===== src/rtl/cpu_pkg.sv =====
// Shared RV32I decode definitions: opcodes, ALU and branch-condition
// codes, and the ctrl_t control bundle carried in the ID/EX register.
package cpu_pkg;

    localparam logic [6:0] OPC_OP_IMM = 7'b0010011;
    localparam logic [6:0] OPC_OP     = 7'b0110011;
    localparam logic [6:0] OPC_LOAD   = 7'b0000011;
    localparam logic [6:0] OPC_STORE  = 7'b0100011;
    localparam logic [6:0] OPC_BRANCH = 7'b1100011;
    localparam logic [6:0] OPC_JAL    = 7'b1101111;
    localparam logic [6:0] OPC_JALR   = 7'b1100111;
    localparam logic [6:0] OPC_LUI    = 7'b0110111;
    localparam logic [6:0] OPC_AUIPC  = 7'b0010111;

    localparam logic [6:0] F7_BASE = 7'b0000000;
    localparam logic [6:0] F7_ALT  = 7'b0100000;
    localparam logic [6:0] F7_MULD = 7'b0000001;

    localparam logic [3:0] ALU_OP_NONE = 4'b0000;
    localparam logic [3:0] ALU_OP_ADD  = 4'b0001;
    localparam logic [3:0] ALU_OP_MUL  = 4'b0010;
    localparam logic [3:0] ALU_OP_SLT  = 4'b0011;
    localparam logic [3:0] ALU_OP_XOR  = 4'b0100;
    localparam logic [3:0] ALU_OP_SLTU = 4'b0101;
    localparam logic [3:0] ALU_OP_OR   = 4'b0110;
    localparam logic [3:0] ALU_OP_AND  = 4'b0111;
    localparam logic [3:0] ALU_OP_SLL  = 4'b1000;
    localparam logic [3:0] ALU_OP_SUB  = 4'b1001;
    localparam logic [3:0] ALU_OP_SRL  = 4'b1010;
    localparam logic [3:0] ALU_OP_SRA  = 4'b1011;

    localparam logic [2:0] BR_NONE   = 3'd0;
    localparam logic [2:0] BR_EQ     = 3'd1;
    localparam logic [2:0] BR_NE     = 3'd2;
    localparam logic [2:0] BR_LT     = 3'd3;
    localparam logic [2:0] BR_GE     = 3'd4;
    localparam logic [2:0] BR_LTU    = 3'd5;
    localparam logic [2:0] BR_GEU    = 3'd6;
    localparam logic [2:0] BR_ALWAYS = 3'd7;

    typedef struct packed {
        logic [4:0] rs1;
        logic [4:0] rs2;
        logic [4:0] rd;
        logic [3:0] alu_op;
        logic       has_imm;
        logic       a_pc;
        logic       rf_we;
        logic       mem_re;
        logic       mem_we;
        logic [2:0] br_cond;
        logic       link;
        logic       indirect;
        logic       illegal;
    } ctrl_t;

endpackage


===== src/rtl/instr_decoder.sv =====
// Combinational RV32I instruction decoder: instr -> ctrl_t, 32-bit
// immediate, source-register usage flags and illegal flag.
// Ports: instr in; ctrl, imm, uses_rs1, uses_rs2, illegal out.
// Optional: `define RV_M_EN decodes MUL (other M ops stay illegal).
import cpu_pkg::*;

module instr_decoder (
    input  logic [31:0] instr,
    output ctrl_t       ctrl,
    output logic [31:0] imm,
    output logic        uses_rs1,
    output logic        uses_rs2,
    output logic        illegal
);

    logic [6:0]  opc;
    logic [2:0]  f3;
    logic [6:0]  f7;
    logic [4:0]  rs1;
    logic [4:0]  rs2;
    logic [4:0]  rd;
    logic [31:0] imm_i;
    logic [31:0] imm_s;
    logic [31:0] imm_b;
    logic [31:0] imm_u;
    logic [31:0] imm_j;
    logic        bad;

    assign opc = instr[6:0];
    assign f3  = instr[14:12];
    assign f7  = instr[31:25];
    assign rs1 = instr[19:15];
    assign rs2 = instr[24:20];
    assign rd  = instr[11:7];

    assign imm_i = {{20{instr[31]}}, instr[31:20]};
    assign imm_s = {{20{instr[31]}}, instr[31:25], instr[11:7]};
    assign imm_b = {{19{instr[31]}}, instr[31], instr[7],
                    instr[30:25], instr[11:8], 1'b0};
    assign imm_u = {instr[31:12], 12'b0};
    assign imm_j = {{11{instr[31]}}, instr[31], instr[19:12],
                    instr[20], instr[30:21], 1'b0};

    always_comb begin
        ctrl     = '0;
        imm      = 32'b0;
        uses_rs1 = 1'b0;
        uses_rs2 = 1'b0;
        bad      = 1'b0;
        case (opc)
            OPC_OP_IMM: begin
                ctrl.rd      = rd;
                ctrl.rs1     = rs1;
                ctrl.has_imm = 1'b1;
                ctrl.rf_we   = 1'b1;
                ctrl.alu_op  = ALU_OP_ADD;
                uses_rs1     = 1'b1;
                imm          = imm_i;
                case (f3)
                    3'b000: ctrl.alu_op = ALU_OP_ADD;
                    3'b010: ctrl.alu_op = ALU_OP_SLT;
                    3'b011: ctrl.alu_op = ALU_OP_SLTU;
                    3'b100: ctrl.alu_op = ALU_OP_XOR;
                    3'b110: ctrl.alu_op = ALU_OP_OR;
                    3'b111: ctrl.alu_op = ALU_OP_AND;
                    3'b001: begin
                        if (f7 == F7_BASE) ctrl.alu_op = ALU_OP_SLL;
                        else               bad = 1'b1;
                    end
                    3'b101: begin
                        if (f7 == F7_BASE)     ctrl.alu_op = ALU_OP_SRL;
                        else if (f7 == F7_ALT) ctrl.alu_op = ALU_OP_SRA;
                        else                   bad = 1'b1;
                    end
                endcase
            end
            OPC_OP: begin
                ctrl.rd     = rd;
                ctrl.rs1    = rs1;
                ctrl.rs2    = rs2;
                ctrl.rf_we  = 1'b1;
                ctrl.alu_op = ALU_OP_ADD;
                uses_rs1    = 1'b1;
                uses_rs2    = 1'b1;
                case (f7)
                    F7_BASE: begin
                        case (f3)
                            3'b000: ctrl.alu_op = ALU_OP_ADD;
                            3'b001: ctrl.alu_op = ALU_OP_SLL;
                            3'b010: ctrl.alu_op = ALU_OP_SLT;
                            3'b011: ctrl.alu_op = ALU_OP_SLTU;
                            3'b100: ctrl.alu_op = ALU_OP_XOR;
                            3'b101: ctrl.alu_op = ALU_OP_SRL;
                            3'b110: ctrl.alu_op = ALU_OP_OR;
                            3'b111: ctrl.alu_op = ALU_OP_AND;
                        endcase
                    end
                    F7_ALT: begin
                        if (f3 == 3'b000)      ctrl.alu_op = ALU_OP_SUB;
                        else if (f3 == 3'b101) ctrl.alu_op = ALU_OP_SRA;
                        else                   bad = 1'b1;
                    end
                    F7_MULD: begin
`ifdef RV_M_EN
                        if (f3 == 3'b000) ctrl.alu_op = ALU_OP_MUL;
                        else              bad = 1'b1;
`else
                        bad = 1'b1;
`endif
                    end
                    default: bad = 1'b1;
                endcase
            end
            OPC_LOAD: begin
                ctrl.rd      = rd;
                ctrl.rs1     = rs1;
                ctrl.alu_op  = ALU_OP_ADD;
                ctrl.has_imm = 1'b1;
                ctrl.rf_we   = 1'b1;
                ctrl.mem_re  = 1'b1;
                uses_rs1     = 1'b1;
                imm          = imm_i;
                if (f3 != 3'b010) bad = 1'b1;
            end
            OPC_STORE: begin
                ctrl.rs1     = rs1;
                ctrl.rs2     = rs2;
                ctrl.alu_op  = ALU_OP_ADD;
                ctrl.has_imm = 1'b1;
                ctrl.mem_we  = 1'b1;
                uses_rs1     = 1'b1;
                uses_rs2     = 1'b1;
                imm          = imm_s;
                if (f3 != 3'b010) bad = 1'b1;
            end
            OPC_BRANCH: begin
                ctrl.rs1    = rs1;
                ctrl.rs2    = rs2;
                ctrl.alu_op = ALU_OP_SUB;
                uses_rs1    = 1'b1;
                uses_rs2    = 1'b1;
                imm         = imm_b;
                case (f3)
                    3'b000:  ctrl.br_cond = BR_EQ;
                    3'b001:  ctrl.br_cond = BR_NE;
                    3'b100:  ctrl.br_cond = BR_LT;
                    3'b101:  ctrl.br_cond = BR_GE;
                    3'b110:  ctrl.br_cond = BR_LTU;
                    3'b111:  ctrl.br_cond = BR_GEU;
                    default: bad = 1'b1;
                endcase
            end
            OPC_JAL: begin
                ctrl.rd      = rd;
                ctrl.alu_op  = ALU_OP_ADD;
                ctrl.rf_we   = 1'b1;
                ctrl.br_cond = BR_ALWAYS;
                ctrl.link    = 1'b1;
                imm          = imm_j;
            end
            OPC_JALR: begin
                ctrl.rd       = rd;
                ctrl.rs1      = rs1;
                ctrl.alu_op   = ALU_OP_ADD;
                ctrl.has_imm  = 1'b1;
                ctrl.rf_we    = 1'b1;
                ctrl.br_cond  = BR_ALWAYS;
                ctrl.link     = 1'b1;
                ctrl.indirect = 1'b1;
                uses_rs1      = 1'b1;
                imm           = imm_i;
                if (f3 != 3'b000) bad = 1'b1;
            end
            OPC_LUI: begin
                ctrl.rd      = rd;
                ctrl.alu_op  = ALU_OP_ADD;
                ctrl.has_imm = 1'b1;
                ctrl.rf_we   = 1'b1;
                imm          = imm_u;
            end
            OPC_AUIPC: begin
                ctrl.rd      = rd;
                ctrl.alu_op  = ALU_OP_ADD;
                ctrl.has_imm = 1'b1;
                ctrl.a_pc    = 1'b1;
                ctrl.rf_we   = 1'b1;
                imm          = imm_u;
            end
            default: bad = 1'b1;
        endcase
        // Illegal ops still travel to EX but must have no side effects
        // and must never cause a load-use stall.
        if (bad) begin
            ctrl         = '0;
            ctrl.illegal = 1'b1;
            imm          = 32'b0;
            uses_rs1     = 1'b0;
            uses_rs2     = 1'b0;
        end
    end

    assign illegal = ctrl.illegal;

endmodule


===== src/rtl/decode_stage.sv =====
// RV32I decode stage holding the ID/EX register, with valid/ready on
// both sides, load-use bubble insertion, flush and an illegal counter.
// Ports: clk, rst (sync, active-high); fetch side in_valid/in_ready/
// in_instr/in_pc; flush; EX side out_valid/out_ready and out_* fields;
// illegal_cnt. Optional: `define RV_M_EN enables MUL decode.
import cpu_pkg::*;

module decode_stage #(
    parameter int XLEN  = 32,
    parameter int CNT_W = 16
) (
    input  logic             clk,
    input  logic             rst,
    input  logic             in_valid,
    output logic             in_ready,
    input  logic [31:0]      in_instr,
    input  logic [XLEN-1:0]  in_pc,
    input  logic             flush,
    output logic             out_valid,
    input  logic             out_ready,
    output logic [XLEN-1:0]  out_pc,
    output logic [XLEN-1:0]  out_imm,
    output logic [4:0]       out_rs1,
    output logic [4:0]       out_rs2,
    output logic [4:0]       out_rd,
    output logic [3:0]       out_alu_op,
    output logic             out_has_imm,
    output logic             out_a_pc,
    output logic             out_rf_we,
    output logic             out_mem_re,
    output logic             out_mem_we,
    output logic [2:0]       out_br_cond,
    output logic             out_link,
    output logic             out_indirect,
    output logic             out_illegal,
    output logic [CNT_W-1:0] illegal_cnt
);

    ctrl_t             dec_ctrl;
    logic [31:0]       dec_imm;
    logic              dec_uses_rs1;
    logic              dec_uses_rs2;
    logic              dec_illegal;
    logic [XLEN-1:0]   imm_ext;

    logic              valid_q, valid_d;
    logic [XLEN-1:0]   pc_q, pc_d;
    logic [XLEN-1:0]   imm_q, imm_d;
    ctrl_t             ctrl_q, ctrl_d;
    logic [CNT_W-1:0]  cnt_q, cnt_d;

    logic              hazard;
    logic              accept;
    logic              drain;

    instr_decoder u_dec (
        .instr    (in_instr),
        .ctrl     (dec_ctrl),
        .imm      (dec_imm),
        .uses_rs1 (dec_uses_rs1),
        .uses_rs2 (dec_uses_rs2),
        .illegal  (dec_illegal)
    );

    assign imm_ext = XLEN'($signed(dec_imm));

    // Load in ID/EX whose result the incoming op needs: hold it back
    // one cycle so EX can forward from the memory stage.
    assign hazard = valid_q && ctrl_q.mem_re && (ctrl_q.rd != 5'd0) &&
                    ((dec_uses_rs1 && dec_ctrl.rs1 == ctrl_q.rd) ||
                     (dec_uses_rs2 && dec_ctrl.rs2 == ctrl_q.rd));

    assign drain    = !valid_q || out_ready;
    assign in_ready = !rst && drain && !hazard && !flush;
    assign accept   = in_valid && in_ready;

    always_comb begin
        valid_d = valid_q;
        pc_d    = pc_q;
        imm_d   = imm_q;
        ctrl_d  = ctrl_q;
        cnt_d   = cnt_q;
        if (flush) begin
            valid_d = 1'b0;
        end else if (accept) begin
            valid_d = 1'b1;
            pc_d    = in_pc;
            imm_d   = imm_ext;
            ctrl_d  = dec_ctrl;
            if (dec_illegal && !(&cnt_q)) begin
                cnt_d = cnt_q + CNT_W'(1);
            end
        end else if (drain) begin
            valid_d = 1'b0;
        end
    end

    always_ff @(posedge clk) begin
        if (rst) begin
            valid_q <= 1'b0;
            pc_q    <= '0;
            imm_q   <= '0;
            ctrl_q  <= '0;
            cnt_q   <= '0;
        end else begin
            valid_q <= valid_d;
            pc_q    <= pc_d;
            imm_q   <= imm_d;
            ctrl_q  <= ctrl_d;
            cnt_q   <= cnt_d;
        end
    end

    assign out_valid    = valid_q;
    assign out_pc       = pc_q;
    assign out_imm      = imm_q;
    assign out_rs1      = ctrl_q.rs1;
    assign out_rs2      = ctrl_q.rs2;
    assign out_rd       = ctrl_q.rd;
    assign out_alu_op   = ctrl_q.alu_op;
    assign out_has_imm  = ctrl_q.has_imm;
    assign out_a_pc     = ctrl_q.a_pc;
    assign out_rf_we    = ctrl_q.rf_we;
    assign out_mem_re   = ctrl_q.mem_re;
    assign out_mem_we   = ctrl_q.mem_we;
    assign out_br_cond  = ctrl_q.br_cond;
    assign out_link     = ctrl_q.link;
    assign out_indirect = ctrl_q.indirect;
    assign out_illegal  = ctrl_q.illegal;
    assign illegal_cnt  = cnt_q;

endmodule


===== config.mk =====
export PLATFORM = sky130hd
export DESIGN_NAME = decode_stage
export DESIGN_NICKNAME = d
export VERILOG_FILES = /design/src/rtl/cpu_pkg.sv /design/src/rtl/instr_decoder.sv /design/src/rtl/decode_stage.sv
export SDC_FILE = /design/constraint.sdc
export NUM_CORES = 1
export LEC_CHECK = 0
export BUFFER_PORTS_ARGS = -buffer_cell sky130_fd_sc_hd__buf_2
export CAP_MARGIN = 40
export CORE_AREA = 2 2 111 113
export DETAILED_ROUTE_END_ITERATION = 10
export DIE_AREA = 0 0 113 115
export PLACE_DENSITY = 0.75
export SYNTH_ARGS = -nofsm -noshare
export SYNTH_HDL_FRONTEND = slang
export SYNTH_SLANG_ARGS = --single-unit

===== constraint.sdc =====
create_clock -name clk -period 4.74 [get_ports clk]
set_clock_uncertainty 0.2 [all_clocks]
set_input_delay 1.422 -clock clk [delete_from_list [all_inputs] [get_ports clk]]
set_output_delay 1.422 -clock clk [all_outputs]
set_load 0.05 [all_outputs]

* Word-level counts from Yosys, hierarchy flattened
Memory sizes are Yosys's and may differ from the RTL's. Index checks and enable logic that the tools add are counted.
Word-level totals: memories kept 1, input bits 69, flip-flop bits (word level) 111, output and inout bits 112, memory bits (read-only) 32, RAM bits 0, latch bits 0
Operators by class: bitwise logic cells 1, multipliers 0, divide/modulo/power cells 0, reduce and logical (&&, ||, !) cells 37, $lt $le $gt $ge 0, $add $sub $neg 1, shift-type cells 0, equality and inequality tests 20, muxes and demuxes 40
Memories:
- (no name shown) | depth 8, width 4, rd ports 1, clocked after Yosys merged registers in 0, wr ports 0, line instr_decoder.sv:87 | case (f3)
Operators by type and width (count):
- $pmux W32 S5 | 1
- $mux W32 | 1
- $pmux W4 S8 | 1
- $mux W30 | 1
- $eq A7 B6 Y1 const B | 4
- $reduce_or A6 Y1 | 4
- $eq A7 B7 Y1 const B | 3
- $mux W1 | 21
- $mux W4 | 5
- $pmux W3 S6 | 1
- $add A16 B1 Y16 const B | 1
- $pmux W4 S4 | 1
- $reduce_and A16 Y1 | 1
- $mux W5 | 3
- $eq A7 B5 Y1 const B | 2
- $eq A3 B3 Y1 const B | 4
- $eq A5 B5 Y1 | 2
- $logic_and A1 B1 Y1 | 10
- $reduce_or A3 Y1 | 3
- $pmux W4 S2 | 1
- $reduce_or A2 Y1 | 4
- $eq A7 B2 Y1 const B | 1
- $logic_not A7 Y1 | 1
- $reduce_or A7 Y1 | 1
- 15 further kinds | 22

* Depth between registers and ports, before layout
Gate-level depths: netlist of the first run.
depth after elaboration 15, depth in mapped cells 9, mapped depth without buffers 7

* Hierarchy
From an unflattened synthesis of the first run, not the netlist that was laid out.
Second synthesis, totals: cells, all modules 624, area, all modules 5482.8 um2
By module, submodules not included:
- decode_stage | times used 1, cells an instance 427, area an instance 4309.1 um2
- instr_decoder | times used 1, cells an instance 197, area an instance 1173.6 um2

* Least setup slack after synthesis of the first run
OpenSTA, ideal clock, no wires.
kind input port to output port, start point in in_instr[13], end point out in_ready, data arrival time 2.997 ns, stages 6, buffers on the path 1, path slack 0.121 ns, data required time 3.118 ns, path through buf_2 -> nand2b_1 -> a2111oi_0 -> and4b_2 -> o211ai_4 -> and3_1
On the way: word-level cells in the longest chain between the ends 13, elaborated cells between the ends (all ways) 29, those cells by class eq/ne: 8; mux: 11; reduce/logical: 10
Ends and longest elaborated chain:
- start: declaration | line decode_stage.sv:16 | input logic [31:0] in_instr,
- $eq A3 B3 Y1 | line instr_decoder.sv:59, instr_decoder.sv:100, instr_decoder.sv:143
- $mux W1 | line instr_decoder.sv:100 | else if (f3 == 3'b101) ctrl.alu_op = ALU_OP_SRA;
- $mux W1 | line instr_decoder.sv:99 | if (f3 == 3'b000) ctrl.alu_op = ALU_OP_SUB;
- $pmux W1 S2 | line instr_decoder.sv:85 | case (f7)
- $pmux W1 S6 (*) | line instr_decoder.sv:50 | case (opc)
- $mux W30 | line instr_decoder.sv:193 | if (bad) begin
- $eq A5 B5 Y1 (on tied branches) | line decode_stage.sv:70, decode_stage.sv:71
- $logic_and A1 B1 Y1 (on tied branches) | line decode_stage.sv:70, decode_stage.sv:71
- $logic_or A1 B1 Y1 (*) | line decode_stage.sv:70 | ((dec_uses_rs1 && dec_ctrl.rs1 == ctrl_q.rd) ||
- $logic_and A1 B1 Y1 (*) | line decode_stage.sv:69 | assign hazard = valid_q && ctrl_q.mem_re && (ctrl_q.rd != 5'd0) &&
- $logic_not A1 Y1 (*) | line decode_stage.sv:74 | assign in_ready = !rst && drain && !hazard && !flush;
- $logic_and A1 B1 Y1 (*) (2 in series) | line decode_stage.sv:74
- end: declaration | line decode_stage.sv:15 | output logic in_ready,
Mark *: on every way between the ends. The rest lies on a longest branch, timed or not.

* Worst setup path in the final report of the first run
start point in in_instr[27], end point out in_ready
On the way: word-level cells in the longest chain between the ends 13, elaborated cells between the ends (all ways) 20, those cells by class eq/ne: 3; mux: 9; reduce/logical: 8
Ends and longest elaborated chain:
- $eq A7 B6 Y1 | line instr_decoder.sv:72, instr_decoder.sv:85
- $mux W1 | line instr_decoder.sv:72 | else if (f7 == F7_ALT) ctrl.alu_op = ALU_OP_SRA;
- $mux W1 | line instr_decoder.sv:71 | if (f7 == F7_BASE) ctrl.alu_op = ALU_OP_SRL;
- $pmux W1 S2 | line instr_decoder.sv:59 | case (f3)
- $pmux W1 S6 (*) | line instr_decoder.sv:50
- $mux W30 | line instr_decoder.sv:193
- $eq A5 B5 Y1 (on tied branches) | line decode_stage.sv:70, decode_stage.sv:71
- $logic_and A1 B1 Y1 (on tied branches) | line decode_stage.sv:70, decode_stage.sv:71
- $logic_or A1 B1 Y1 (*) | line decode_stage.sv:70
- $logic_and A1 B1 Y1 (*) | line decode_stage.sv:69
- $logic_not A1 Y1 (*) | line decode_stage.sv:74
- $logic_and A1 B1 Y1 (*) (2 in series) | line decode_stage.sv:74
Marks and branches as above.

==> impl_metrics.ini, run 1 <==
[status]
status = finished with violations
violations = DRC

[synth]
synth_simple_gate_area_share_pct = 20.3
yosys.area_share.xor_xnor_pct = 1.59
synth_compound_area_share_pct = 29.3
ys_seq_area_share_pct = 40.2
syn_inst = 647
synthMuxAreaShare_pct = 2.45
synth_top_family_by_area = compound AO/OA/AOI/OAI gates
synthesis.area_um2 = 5530
yosysWarnings = 0
syn-num-nets = 717
synth_edf_count = 0
synth_seq_cells = 111
yosysTopAreaCell = dfxtp_1
yosysTopAreaCellShare_pct = 40.2
async_flop_share_pct = 0
ys_top_cells_by_area = dfxtp_1 40%, o21ai_0 7.1%, a21oi_1 6.8%, nand3_1 4.5%, o211ai_1 4.1%
syn_area_per_cell_um2 = 8.54
synthFlopType = dfxtp_1
ys_types = 70
synthAdderAreaFrac_pct = 0.226

[floorplan]
fp.dieH_um = 115
io-pin-count = 181
die_area_um2 = 13000
initial_utilization_pct = 46.8
dieWidth_um = 113
rows = 40
core_um2 = 11800

[global_routing]
grt_pass1_wl_mm = 27.1
grt_max_degree = 66
grt_pass1_vias = 5419
overflow = 0
grtUsageTotal_pct = 25.6
antenna_found_initial = 0

[hold_path]
hold_path.class = reg -> reg
hold_depth = 2
hp-start = out_rf_we$_SDFFE_PP0P_
hold_end = out_rf_we$_SDFFE_PP0P_

[critical_path]
max_stage_delay_ns = 0.56
start_kind = primary input
regToRegSetupSlack_ns = 1.40
critical_path.top_delay_family = simple AND/OR/NAND/NOR gates
cp.required_ns = 3.12
end_kind = output port
worstRegToRegCells = 8
critPathMaxFanout = 3
crit_chain = buf_2, or4_4, o32ai_4, a21o_4, o211ai_4, and3_1, buf_2
crit_type = in -> out
reg2reg_to = out_imm[28]$_SDFFE_PP0P_
cpMaxStageDelayCell = or4_4
crit_top_cell = buf_2
r2r_start = out_rd[1]$_SDFFE_PP0P_
cp_num_buf_inv = 2
crit_arrival_ns = 3.08

[pwr]
seqPwrFrac_pct = 48.9
internal-power_uw = 1430
p_clk_share_pct = 40.1
power.density_nw_per_um2 = 282
swShare_pct = 26.4
p_leak_uw = 0.00274
power_switching_uw = 513
p_comb_share_pct = 11.0
peakVddDrop_v = 0.000157

[sta]
fmax_ghz = 0.213
setup_viol = 0
max_slew_margin_pct = 51.9
tns_ns = 0
whs_ns = 0.260
fin_crit_sh_pct = 99.2
hold_viol_final = 0
fin_crit_ns = 4.70
rsz0062_at_grt = no
fin_ws_ns = 0.0386
tightestPinTransition_ns = 0.722
slew_viol_final = 0

[cts]
h-tree-depth = 3
cts_hold_buf = 0
cts_root_buf = clkbuf_16
cts_resized = 0
clock-sinks = 111
clkTransAtPathRegs_ns = 0.07
cts_buffer_depth = 2
cts_buffers = 9
cts_tree = done
cts_setup_buffers = 0
clk_latency_ns = 0.35

[placed_design]
numPlacedInstances = 952
portBuffers = 180
dpl_worst_slack_ns = 0.00679
gp_congestion = 0.886
dp_hpwl_mm = 12.3

[final_layout]
area_growth_syn_to_layout_pct = 24.3
final_layout_size_suffix_gt1_share_pct = 33.3
final_cell_mix = 182 x buf_2, 111 x dfxtp_1, 78 x o21ai_0, 75 x a21oi_1, 56 x nand2_1
antenna_cells = 0
layout_commonest_cell = buf_2
postLayoutCoreUtil_pct = 58.1
final_net_count = 886
layout.cells.non_filler = 968

[route]
drcViolationCount = 10
first_iter_violations = 403
antenna_left = 0
wl_mm = 16.9
num_vias = 5658
post_drt_via_cell_ratio = 5.85
detail_route.first_pass.iterations = 8
wl_per_cell_um = 17.5

[run]
maxCapViolCount = 0
how the worst max path moves through the flow:
stage	cells past startpoint	slack, ns	end	startpoint
5_1_grt	7	0.002	in_ready	in_instr[27]
3_3_place_gp	8	0.04	in_ready	in_instr[14]
6_report	7	0.04	in_ready	in_instr[27]
4_1_cts	8	0.007	in_ready	in_instr[14]
2_1_floorplan	6	0.12	in_ready	in_instr[13]
3_5_place_dp	8	0.007	in_ready	in_instr[14]
through the flow:
step,power (uW),cell area (um^2)
after floorplan,1100,5530
after global routing,2010,6870
after detailed placement,1180,6550
after CTS,1950,6850
final,1940,6870
after global placement,1170,6530
area by class of cell:
class                           count  area (um^2)
Timing Repair Buffer              211         1130
Tap cell                          147          184
Clock inverter                      7         80.1
Clock buffer                        9          225
Inverter                            9         33.8
Fill cell                        1081         4940
Multi-Input combinational cell    474         2990
Sequential cell                   111         2220
registers in the layout, summed over array words and instances, names as in the netlist:
| name | flops |
|---|---|
| out_has_imm | 1 |
| out_pc | 32 |
| out_link | 1 |
| out_mem_we | 1 |
| out_valid | 1 |
| out_imm | 32 |
| out_rs1 | 5 |
| out_rd | 5 |
| out_br_cond | 3 |
| illegal_cnt | 16 |
| out_a_pc | 1 |
| out_indirect | 1 |
| out_rs2 | 5 |
| out_illegal | 1 |
| out_mem_re | 1 |
| out_alu_op | 4 |
| out_rf_we | 1 |
synth_stat cells, types with 4 or more instances:
cell       instances
or4_1              6
inv_1              8
nor4_1             7
nor2b_1           19
o2bb2ai_2         10
buf_2             15
a22o_1             5
nor2_1            15
mux2_1             7
clkbuf_8           4
nand2_1           56
nand3_1           50
nor3_1             7
or2_2              6
o31ai_1           12
mux2_2             5
a22oi_1            4
clkbuf_1          28
o211ai_1          30
xnor2_1           10
nand4_1            4
and3_1             5
o2bb2ai_1          5
a21oi_1           75
or3_1              6
dfxtp_1          111
o21ai_0           78
worst reg2reg max path, stage by stage (launching register included):
cell and delay [ns]:
dfxtp_1 0.38, or4_4 0.55, o211ai_2 0.25, nor4_2 0.10
buf_4 0.16, o211ai_4 0.21, buf_4 0.40, nand2_2 0.50
mux2_1 0.48
logic make-up (layout without fill, tap and decap cells):
group	Yosys count	in the layout
compound gates	244	244
xor+xnor	10	10
fa+ha+maj	1	1
buf+inv	62	236
flops	111	111
mux	12	12
simple gates	207	207
per-layer routing:
metal	part of all wire (%)	global-route usage, %	vias up
li1	-	-	2728
met1	45	34.1	2720
met2	47	41.4	184
met3	5.5	4.90	26
met4	2.5	10.0	0
met5	0	0	-
power by group through the flow:
stage | clock network [uW] | registers [uW] | logic, uW
after detailed placement | 0 | 969 | 210
after global placement | 0 | 968 | 205
after floorplan | 0 | 1000 | 95.1
after CTS | 788 | 947 | 210
after global routing | 832 | 948 | 229
final | 778 | 947 | 213
Note: power is estimated with default switching activity, not from simulation.
==> run 2, diff against run 1 <==
--- a/config.mk
+++ b/config.mk
@@ -8,9 +8,10 @@
 export BUFFER_PORTS_ARGS = -buffer_cell sky130_fd_sc_hd__buf_2
 export CAP_MARGIN = 40
 export CORE_AREA = 2 2 111 113
+export CTS_BUF_LIST = sky130_fd_sc_hd__clkbuf_4 sky130_fd_sc_hd__clkbuf_8
 export DETAILED_ROUTE_END_ITERATION = 10
 export DIE_AREA = 0 0 113 115
-export PLACE_DENSITY = 0.75
+export PLACE_DENSITY = 0.8
 export SYNTH_ARGS = -nofsm -noshare
 export SYNTH_HDL_FRONTEND = slang
 export SYNTH_SLANG_ARGS = --single-unit
==> run 2 against run 1 <==
  * Register-to-register slack improved by 0.22 ns
  * Hold slack got worse by 0.0032 ns
  * First-iteration DRC count rose by 11%
  * Critical endpoint unchanged
  * Power fell by 9.9%
  * Final cell count fell by 0.62%
  * Sequential power barely moved
  * Sequential share of layout area rose by 0.69 points
  * The flow still finishes with violations (DRC)
  * Core utilization fell by 1.2 points
  * Largest cell class unchanged
  * Cell area fell by 2.1%
  * Routed wire length fell by 2.9%
  * Maximum frequency barely moved
  * Worst setup slack got worse by 0.0012 ns
==> impl_metrics.ini, run 2 (synthesis gave the netlist of run 1 again) <==
[final_layout]
antenna_cells = 0
final_layout_size_suffix_gt1_share_pct = 32.6
layout.cells.non_filler = 962
postLayoutCoreUtil_pct = 56.9
layout_commonest_cell = buf_2
final_cell_mix = 180 x buf_2, 111 x dfxtp_1, 78 x o21ai_0, 75 x a21oi_1, 56 x nand2_1
final_net_count = 880
area_growth_syn_to_layout_pct = 21.7

[floorplan]
fp.dieH_um = 115
dieWidth_um = 113
die_area_um2 = 13000
io-pin-count = 181
initial_utilization_pct = 46.8
rows = 40
core_um2 = 11800

[critical_path]
end_kind = output port
cp.required_ns = 3.12
start_kind = primary input
critPathMaxFanout = 3
crit_arrival_ns = 3.08
crit_type = in -> out

[placed_design]
gp_congestion = 0.888
portBuffers = 180
numPlacedInstances = 946
dp_hpwl_mm = 11.6

[pwr]
power.density_nw_per_um2 = 260
peakVddDrop_v = 0.000169
p_leak_uw = 0.00269

[route]
first_iter_violations = 448
num_vias = 5599
wl_mm = 16.5
drcViolationCount = 7
detail_route.first_pass.iterations = 8
antenna_left = 0
post_drt_via_cell_ratio = 5.82
wl_per_cell_um = 17.1

[cts]
cts_tree = done
cts_buffer_depth = 2
cts_root_buf = clkbuf_8
cts_buffers = 9
clk_latency_ns = 0.38
cts_hold_buf = 0
h-tree-depth = 3
clock-sinks = 111
clkTransAtPathRegs_ns = 0.11

[hold_path]
hold_path.class = reg -> reg

[global_routing]
grt_pass1_vias = 4934
antenna_found_initial = 0
grtUsageTotal_pct = 24.6
grt_pass1_wl_mm = 25.7
grt_max_degree = 66
overflow = 0

[sta]
tns_ns = 0
fin_crit_sh_pct = 99.2
hold_viol_final = 0
fmax_ghz = 0.213
setup_viol = 0
fin_crit_ns = 4.70
rsz0062_at_grt = no
max_slew_margin_pct = 37.9
tightestPinTransition_ns = 0.924
slew_viol_final = 0

[status]
status = finished with violations
violations = DRC

[run]
maxCapViolCount = 0
## run 2: cell types whose count changed in the layout (fill, tap and decap cells not counted), sizes merged
cell | before | now
buf | 211 | 205
clkbuf | 9 | 10
clkinv | 1 | 5
clkinvlp | 4 | 0
inv | 10 | 9
## run 2: path summary, 6_finish.rpt
path	startpoint	slack [ns]	cells past startpoint	end
hold / removal	out_rf_we$_SDFFE_PP0P_	0.26	2	out_rf_we$_SDFFE_PP0P_
hold reg to reg	out_rf_we$_SDFFE_PP0P_	0.26	2	out_rf_we$_SDFFE_PP0P_
setup / recovery	in_instr[27]	0.04	7	in_ready
setup reg to reg	out_rd[1]$_SDFFE_PP0P_	1.62	9	out_imm[26]$_SDFFE_PP0P_
## run 2: area by class of cell
class                           count  area, um^2
Clock buffer                       10         138
Clock inverter                      6        58.8
Fill cell                        1127        5090
Inverter                            9        33.8
Multi-Input combinational cell    474        2980
Sequential cell                   111        2220
Tap cell                          147         184
Timing Repair Buffer              205        1100
## run 2: worst max-delay path: stages
cell	delay [ns]
buf_2	0.11
or4_4	0.56
o32ai_4	0.33
a21o_4	0.18
o211ai_4	0.08
and3_1	0.19
buf_2	0.20
## run 2: what timing repair did
| action | 4_1_cts | 5_1_grt |
|---|---|---|
| setup buffers | 0 | 0 |
| setup endpoints to repair | 0 | 1 |
| gates resized for setup | 0 | 2 |
## run 2: per-layer routing
layer	wire length [um]	vias to the layer above	track usage [%]
met3	1050	31	4.48
met2	7380	199	37.0
met1	7530	2657	34.9
met4	507	0	10.2
met5	0	-	0
li1	-	2712	-
## run 2: power by group
part	switching (uW)	total, uW	internal (uW)
clock network	332	589	258
logic	143	210	66.7
registers	4.91	947	942
## run 2: per-stage QoR
stage	worst slack (ns)	area (um^2)	hold WS (ns)	total power (uW)
2_1_floorplan	0.121	5530	0.472	1100
3_3_place_gp	0.0631	6510	0.240	1170
3_5_place_dp	0.0422	6520	0.248	1180
4_1_cts	0.0404	6720	0.262	1750
5_1_grt	0.00666	6720	0.285	1820
6_report	0.0375	6720	0.257	1750
==> run 3, diff against run 2 <==
==> constraint.sdc (replaced) <==
create_clock -name clk -period 5.43 [get_ports clk]
set_clock_uncertainty 0.2 [all_clocks]
set_input_delay 1.629 -clock clk [delete_from_list [all_inputs] [get_ports clk]]
set_output_delay 1.629 -clock clk [all_outputs]
set_load 0.05 [all_outputs]
==> run 3 against run 2 <==
  * Clock-buffer cell count up 1
  * Via count shrank 2.5%
  * Sequential power is 13% lower
  * Worst setup slack improved by 0.24 ns
  * Sequential cell count unchanged
  * Register-to-register slack improved by 0.81 ns
  * First-iteration DRC count fell by 17%
  * The run still ends with DRC left
  * Critical path depth unchanged
  * Hold slack got worse by 0.0029 ns
  * Largest power group unchanged
  * Largest cell class unchanged
  * Routed wire length down 0.16%
  * Critical path type unchanged
==> impl_metrics.ini, run 3 (synthesis gave the netlist of run 1 again) <==
[final_layout]
final_net_count = 871
fillers = 1112
layout_commonest_cell = buf_2
final_layout_size_suffix_gt1_share_pct = 31.7
area_growth_syn_to_layout_pct = 20.0
antenna_cells = 0
final_cell_mix = 181 x buf_2, 111 x dfxtp_1, 78 x o21ai_0, 75 x a21oi_1, 56 x nand2_1

[critical_path]
start_kind = primary input
crit_type = in -> out
max_stage_delay_ns = 0.47
critPathMaxFanout = 14
crit_arrival_ns = 3.33
crit_top_cell = buf_2
cp.required_ns = 3.60
cpMaxStageDelayCell = a2111oi_0
crit_chain = buf_2, o21ai_0, a2111oi_0, and4b_2, o211ai_4, and3_1, buf_2
end_kind = output port

[floorplan]
fp.dieH_um = 115
io-pin-count = 181
rows = 40
die_area_um2 = 13000
core_um2 = 11800
dieWidth_um = 113
initial_utilization_pct = 46.8

[global_routing]
grt.met3_usage_pct = 4.90
busiest_layer = met2
antenna_found_initial = 0
grtUsageTotal_pct = 24.6
grt_pass1_vias = 5014
use_met2_pct = 37.2
grtUsageMet1_pct = 34.7
grt_pass1_wl_mm = 26.0
overflow = 0
grt_max_degree = 66

[sta]
max_slew_margin_pct = 49.6
fin_ws_ns = 0.273
fmax_ghz = 0.194
fin_crit_ns = 5.16
rsz0062_at_grt = no
fin_crit_sh_pct = 95.0
tightestPinTransition_ns = 0.750
setup_viol = 0
slew_viol_final = 0
tns_ns = 0
hold_viol_final = 0

[route]
post_drt_via_cell_ratio = 5.73
wl_per_cell_um = 17.3
drcViolationCount = 6
antenna_left = 0
detail_route.first_pass.iterations = 10
first_iter_violations = 373
num_vias = 5458
wl_mm = 16.4

[pwr]
p_comb_share_pct = 12.1
seqPwrFrac_pct = 56.0
peakVddDrop_v = 0.000153
p_clk_share_pct = 31.9
p_leak_uw = 0.00262
internal-power_uw = 1060
swShare_pct = 28.1
power_switching_uw = 415
power.density_nw_per_um2 = 223

[placed_design]
portBuffers = 180
gp_congestion = 0.915
dpl_worst_slack_ns = 0.281
dp_hpwl_mm = 11.6

[cts]
clock-sinks = 111
cts_buffer_depth = 2
h-tree-depth = 3
cts_buffers = 9
cts_setup_buffers = 0
cts_tree = done
clk_latency_ns = 0.37
cts_hold_buf = 0
cts_resized = 0
cts_root_buf = clkbuf_8
clkTransAtPathRegs_ns = 0.10

[run]
maxCapViolCount = 0

[status]
status = finished with violations
violations = DRC

[hold_path]
hold_path.class = reg -> reg
[run 3: per-stage QoR]
step | cells | hold WS, ns | total power [uW] | cell area (um^2) | utilization (%)
after floorplan | 647 | 0.472 | 959 | 5530 | -
after global placement | 935 | 0.236 | 1020 | 6430 | 54.5
after detailed placement | 937 | 0.239 | 1020 | 6450 | 54.6
after CTS | 952 | 0.254 | 1480 | 6630 | 56.1
after global routing | 952 | 0.283 | 1530 | 6630 | 56.1
final | 952 | 0.254 | 1480 | 6630 | 56.1
[run 3: power groups by stage]
stage | Sequential, uW | Combinational, uW | Clock (uW)
2_1_floorplan | 876 | 83.0 | 0
3_3_place_gp | 845 | 174 | 0
3_5_place_dp | 846 | 176 | 0
4_1_cts | 827 | 176 | 478
5_1_grt | 828 | 191 | 515
6_report | 827 | 178 | 471
[run 3: cell type report]
class / count / area [um^2] / share of cell area, %
clock inverter: 4 / 31.3 / 0.472
inverter: 9 / 33.8 / 0.510
tap: 147 / 184 / 2.78
multi-input combinational: 474 / 2980 / 44.9
sequential: 111 / 2220 / 33.5
clock buffer: 11 / 145 / 2.19
timing repair buffer: 196 / 1030 / 15.6
[run 3: per-layer routing]
layer | wire length (um) | vias up
li1 | - | 2685
met1 | 7530 | 2548
met2 | 7400 | 197
met3 | 1080 | 28
met4 | 429 | 0
met5 | 0 | -
[run 3: path summary, 6_finish.rpt]
check | cells past startpoint | from | endpoint | slack, ns
setup reg to reg | 9 | out_rd[1]$_SDFFE_PP0P_ | out_imm[26]$_SDFFE_PP0P_ | 2.43
setup / recovery | 7 | in_instr[2] | in_ready | 0.27
hold reg to reg | 2 | out_rf_we$_SDFFE_PP0P_ | out_rf_we$_SDFFE_PP0P_ | 0.25
hold / removal | 2 | out_rf_we$_SDFFE_PP0P_ | out_rf_we$_SDFFE_PP0P_ | 0.25
[run 3: critical path: cells and delay by family]
kind / cells / cell delay [ns]
simple gates: 2 / 0.51
buf+inv: 2 / 0.46
compound gates: 3 / 0.71
